File: src/rtl/issue_queue.sv
// Out-of-order issue queue feeding the PRF: wakeup on result broadcast, one select per cycle.
// Optional IQ_OLDEST_FIRST_EN adds an age matrix so select picks the oldest ready entry.
module issue_queue #(
  parameter int DEPTH = 8,
  parameter int TAG_W = 6,
  parameter int PAY_W = 32
) (
  input  logic                     clk,
  input  logic                     rst,
  input  logic                     flush,
  input  logic                     disp_valid,
  output logic                     disp_ready,
  input  logic [TAG_W-1:0]         disp_src0,
  input  logic [TAG_W-1:0]         disp_src1,
  input  logic                     disp_rdy0,
  input  logic                     disp_rdy1,
  input  logic [TAG_W-1:0]         disp_dst,
  input  logic [PAY_W-1:0]         disp_payload,
  input  logic                     wb_valid,
  input  logic [TAG_W-1:0]         wb_tag,
  output logic [TAG_W-1:0]         rd_addr0,
  output logic [TAG_W-1:0]         rd_addr1,
  output logic                     iss_valid,
  output logic [TAG_W-1:0]         iss_dst,
  output logic [PAY_W-1:0]         iss_payload,
  output logic [$clog2(DEPTH):0]   occupancy
);

  localparam int IDX_W = $clog2(DEPTH);
  localparam int OCC_W = $clog2(DEPTH) + 1;

  logic [DEPTH-1:0] valid, rdy0, rdy1;
  logic [TAG_W-1:0] src0 [DEPTH];
  logic [TAG_W-1:0] src1 [DEPTH];
  logic [TAG_W-1:0] dst  [DEPTH];
  logic [PAY_W-1:0] payload [DEPTH];

  logic [DEPTH-1:0] cand, pick;
  logic             sel_found, disp_fire, iss_fire;
  logic [IDX_W-1:0] sel_idx, free_idx;

  assign disp_ready = (occupancy != OCC_W'(DEPTH));
  assign disp_fire  = disp_valid & disp_ready & ~flush;
  assign iss_fire   = sel_found & ~flush;
  assign cand       = valid & rdy0 & rdy1;

`ifdef IQ_OLDEST_FIRST_EN
  // older[i][j] is set when entry i was dispatched before entry j
  logic [DEPTH-1:0] older [DEPTH];

  always_comb begin
    pick = cand;
    for (int i = 0; i < DEPTH; i++)
      for (int j = 0; j < DEPTH; j++)
        if (cand[j] && older[j][i]) pick[i] = 1'b0;
  end

  always_ff @(posedge clk or posedge rst) begin
    if (rst) begin
      for (int i = 0; i < DEPTH; i++) older[i] <= '0;
    end else if (flush) begin
      for (int i = 0; i < DEPTH; i++) older[i] <= '0;
    end else begin
      if (iss_fire)
        for (int j = 0; j < DEPTH; j++) older[j][sel_idx] <= 1'b0;
      if (disp_fire) begin
        older[free_idx] <= '0;
        for (int j = 0; j < DEPTH; j++)
          older[j][free_idx] <= valid[j] && !(iss_fire && sel_idx == IDX_W'(j));
      end
    end
  end
`else
  assign pick = cand;
`endif

  always_comb begin
    sel_found = 1'b0;
    sel_idx   = '0;
    free_idx  = '0;
    for (int i = DEPTH - 1; i >= 0; i--) begin
      if (pick[i]) begin
        sel_found = 1'b1;
        sel_idx   = IDX_W'(i);
      end
      if (!valid[i]) free_idx = IDX_W'(i);
    end
  end

  assign rd_addr0 = sel_found ? src0[sel_idx] : '0;
  assign rd_addr1 = sel_found ? src1[sel_idx] : '0;

  always_ff @(posedge clk or posedge rst) begin
    if (rst) begin
      valid       <= '0;
      iss_valid   <= 1'b0;
      iss_dst     <= '0;
      iss_payload <= '0;
      occupancy   <= '0;
    end else if (flush) begin
      valid     <= '0;
      iss_valid <= 1'b0;
      occupancy <= '0;
    end else begin
      iss_valid <= sel_found;
      if (sel_found) begin
        iss_dst          <= dst[sel_idx];
        iss_payload      <= payload[sel_idx];
        valid[sel_idx]   <= 1'b0;
      end
      if (disp_fire) valid[free_idx] <= 1'b1;
      occupancy <= occupancy + OCC_W'(disp_fire) - OCC_W'(sel_found);
    end
  end

  // Readiness is only meaningful while valid, so the entry payload needs no reset
  always_ff @(posedge clk) begin
    for (int i = 0; i < DEPTH; i++) begin
      if (wb_valid && valid[i] && src0[i] == wb_tag) rdy0[i] <= 1'b1;
      if (wb_valid && valid[i] && src1[i] == wb_tag) rdy1[i] <= 1'b1;
    end
    if (disp_fire) begin
      src0[free_idx]    <= disp_src0;
      src1[free_idx]    <= disp_src1;
      rdy0[free_idx]    <= disp_rdy0 | (wb_valid && wb_tag == disp_src0);
      rdy1[free_idx]    <= disp_rdy1 | (wb_valid && wb_tag == disp_src1);
      dst[free_idx]     <= disp_dst;
      payload[free_idx] <= disp_payload;
    end
  end

endmodule

File: config.mk
export PLATFORM = sky130hd
export DESIGN_NAME = issue_queue
export DESIGN_NICKNAME = d
export VERILOG_FILES = /design/src/rtl/issue_queue.sv
export SDC_FILE = /design/constraint.sdc
export NUM_CORES = 1
export LEC_CHECK = 0
export ABC_AREA = 1
export CORE_UTILIZATION = 30
export DETAILED_ROUTE_END_ITERATION = 8
export PLACE_DENSITY = 0.48
export SLEW_MARGIN = 20
export SYNTH_ARGS = -nofsm -noshare
export SYNTH_HDL_FRONTEND = slang
export SYNTH_SLANG_ARGS = --single-unit
File: constraint.sdc
create_clock -name clk -period 5.3 [get_ports clk]
set_input_delay 1.06 -clock clk [delete_from_list [all_inputs] [get_ports clk]]
set_output_delay 1.06 -clock clk [all_outputs]
set_load 0.01 [all_outputs]
==> out/metrics.yaml <==
outcome:
  status: "complete, no violations"
global_route:
  grt_start_max_net_pins: 94
  antenna_found_initial: 3
  groute.usage.overall: 0.178
  grt_pass1_vias: 14300
  grt_pass1_wl_mm: 93.0
  grt_overflow: 0
setup_path:
  cp_cell_sequence: "nand2_1, nor2_1, nand2_1, nand2_1, nand2_1, nand2_1, nand2_2, a21boi_4, nor2_4, buf_4, nand2_1, o211ai_1, nor2_1, clkdlybuf4s50_1"
  start_kind: "flop"
  r2r-end: "iss_payload[19]$_DFFE_PP0P_"
  crit_fanout: 21
  worst_setup_path_end_kind: "output pin"
  cp_slowest_cell: "clkdlybuf4s50_1"
  criticalPathCategory: "reg -> out"
  timing.rr.start: "valid[7]$_DFF_PP0_"
  cp_top_family: "simple AND/OR/NAND/NOR gates"
  required_ps: 4240
  cp_common_cell: "nand2_1"
  slowest_delay_ps: 590
  r2r_slack_ps: 1960
  arrival_ps: 3440
  reg2reg_depth: 15
  path_buf_inv: 2
yosys:
  syn_inst: 1909
  async_flop_share: 0.109
  syn_area_per_cell_um2: 10.7
  synth.distinct_cells: 49
  ys_seq_elements: 467
  synthesis.nets: 1977
  synth_edf_count: 400
  yosysWarningCount: 0
  netlist_area_um2: 20500
  ys.flop_type: "edfxtp_1"
  synth-seq-area-share: 0.663
hold_path:
  whs_path_depth: 2
  hp-start: "iss_payload[19]$_DFFE_PP0P_"
  min_path_type: "reg -> reg"
  hold_end: "iss_payload[19]$_DFFE_PP0P_"
timing:
  fin_worst_skew_ps: 27.2
  finalCritPeriodShare: 0.849
  setup_viol: 0
  relSlewSlack: 0.262
  grt_setup_unrepaired: "no"
  fin_setup_tns_ps: 0
  timing.final.hold_violations: 0
  period_needed_ps: 4500
  maxClockFrequency_mhz: 222
  tightest_slew_ps: 1110
  slew_viol_final: 0
clock_network:
  hold_buffers: 0
  cts_tree: "built"
  htreeDepth: 2
  worstSkewPairLatency_ps: 600
  clockRootBuffer: "clkbuf_16"
  clockBufferDepth: 3
  ctsResizeCount: 0
  post_cts_buffers: 0
  path_clk_slew_ps: 60
  cts.sinks: 467
  cts_made_buffers: 52
drt:
  wl_mm: 61.7
  ant_nets: 0
  wl_per_cell_um: 21.0
  drt-vias-per-instance: 4.95
  drtIter0Drc: 1229
  first_pass_iters: 5
  drc: 0
  vias: 14600
power:
  power.share.combinational: 0.126
  p_int_w: 0.00678
  p_leak_nw: 9.46
  total_power_w: 0.00901
  power_density_nw_per_um2: 369
  p_switching_w: 0.00223
  clkPwrFrac: 0.389
  pwr-share-seq: 0.485
  ir_worst_vdd_mv: 0.253
  p_sw_frac: 0.247
cells_and_area:
  area_delta_synth_final_pct: 18.9
  final_cells: 2938
  layout-drive-gt1-share: 0.0722
  layout.nets: 2091
  fill_cells: 6535
floorplanning:
  die_w_um: 264
  coreArea_um2: 67400
  dieArea_um2: 69400
  die_height_um: 264
  rows: 95
  io_pins: 119
  initial_utilization: 0.304
run:
  drv_cap: 0
place:
  port_buffers: 118
  place_congestion: 0.908
  dp.cells: 2842
  dp_hpwl_mm: 37.5
-- Yosys cell counts (11+ instances only) --
cell type	number	share of area
nand2_1	416	0.076
edfxtp_1	400	0.59
inv_1	219	0.040
nand3_1	210	0.051
nor2_1	140	0.026
nand3b_1	69	0.025
dfrtp_1	51	0.062
a21oi_1	50	0.012
buf_2	44	0.011
nand4_1	42	0.013
clkbuf_1	41	0.0075
o22ai_1	25	0.0076
o21ai_0	24	0.0059
xnor2_1	21	0.0090
dfxtp_1	16	0.016
xor2_1	16	0.0068
o21ai_1	13	0.0032
nor3_1	12	0.0029
a211oi_1	11	0.0040
-- flip-flops by register name, summed over array words and instances (netlist names) --
register / count
dst: 48
iss_valid: 1
occupancy: 4
src0: 48
rdy1: 8
src1: 48
valid: 8
iss_dst: 6
iss_payload: 32
rdy0: 8
payload: 256
-- worst reg2reg max path, cell delays in order, from the launching register on --
cell,delay (ps)
dfrtp_1,430
nand2_1,110
nor2_1,100
nand2_1,60
nand2_1,60
nand2_1,50
nand2_1,70
nand2_2,100
nand2_4,90
buf_4,490
buf_4,890
nand3b_1,210
nand3_1,130
nand2_1,60
o21ai_1,290
nand2_1,90
-- worst max-delay path by stage --
stage                       startpoint                  end  slack [ps]  cells after the start
floorplan                   disp_valid  dst[7][0]$_DFFE_PP_        1100                      4
global placement    valid[7]$_DFF_PP0_          rd_addr0[5]        1480                     14
detailed placement  valid[7]$_DFF_PP0_          rd_addr0[5]        1440                     14
CTS                 valid[7]$_DFF_PP0_          rd_addr0[5]         790                     14
global route        valid[7]$_DFF_PP0_          rd_addr0[5]         570                     14
finish              valid[7]$_DFF_PP0_          rd_addr0[5]         800                     14
-- cell families after synthesis --
kind of cell             synth area share
flip-flops                          0.663
multiplexers                      0.00195
XOR/XNOR                           0.0158
AO/OA/AOI/OAI                      0.0489
buffers and inverters              0.0634
AND/OR/NAND/NOR                     0.203
adder cells (fa/ha/maj)           0.00341
-- metrics by stage --
stage	hold WS [ps]	util	setup slack, ps	area (um^2)
floorplan	441	-	1100	20500
global placement	468	0.338	1480	22800
detailed placement	464	0.338	1440	22800
CTS	489	0.362	792	24400
global route	503	0.362	572	24400
finish	485	0.362	801	24400
-- cell usage in the layout (no fill, tap or decap), types with 7 or more instances in the layout --
| cell type | synthesis | final |
|---|---|---|
| nand2_1 | 416 | 416 |
| buf_12 | 0 | 7 |
| nand3_1 | 210 | 210 |
| clkbuf_1 | 41 | 13 |
| clkdlybuf4s50_1 | 0 | 118 |
| nor2_1 | 140 | 138 |
| inv_2 | 5 | 12 |
| nand4_1 | 42 | 42 |
| nand3b_1 | 69 | 69 |
| buf_4 | 8 | 33 |
| dfrtp_1 | 51 | 51 |
| o211ai_1 | 10 | 10 |
| a211oi_1 | 11 | 11 |
| xnor2_1 | 21 | 21 |
| dfxtp_1 | 16 | 16 |
| o21ai_1 | 13 | 13 |
| inv_1 | 219 | 212 |
| a21oi_1 | 50 | 50 |
| xor2_1 | 16 | 16 |
| clkinv_2 | 0 | 15 |
| clkbuf_16 | 0 | 53 |
| nor3_1 | 12 | 12 |
| edfxtp_1 | 400 | 400 |
| o21ai_0 | 24 | 24 |
| nor2_4 | 5 | 9 |
| o22ai_1 | 25 | 25 |
-- layout make-up --
| cell class | instances | area (um^2) | area share |
|---|---|---|---|
| timing repair buffer | 158 | 1570 | 0.0643 |
| clock buffer | 70 | 1430 | 0.0586 |
| inverter | 224 | 841 | 0.0345 |
| clock inverter | 25 | 201 | 0.00826 |
| tap | 873 | 1090 | 0.0448 |
| multi-input combinational | 1120 | 5650 | 0.232 |
| antenna | 1 | 2.50 | 0.000103 |
| sequential | 467 | 13600 | 0.558 |
-- layer usage --
layer	wire, um	track usage	vias up
met5	24	0	-
met4	1340	0.0469	4
met3	3820	0.0317	101
met2	29200	0.294	488
met1	27400	0.238	7191
li1	-	-	6767
-- power by group through the flow --
stage                     combinational, W  clock [W]  sequential (W)
after floorplan                   0.000460          0         0.00449
after global placement             0.00114          0         0.00444
after detailed placement           0.00115          0         0.00445
after CTS                          0.00116    0.00359         0.00437
after global routing               0.00124    0.00372         0.00440
final                              0.00114    0.00350         0.00437
No activity file was read; power rests on OpenSTA's default activity.
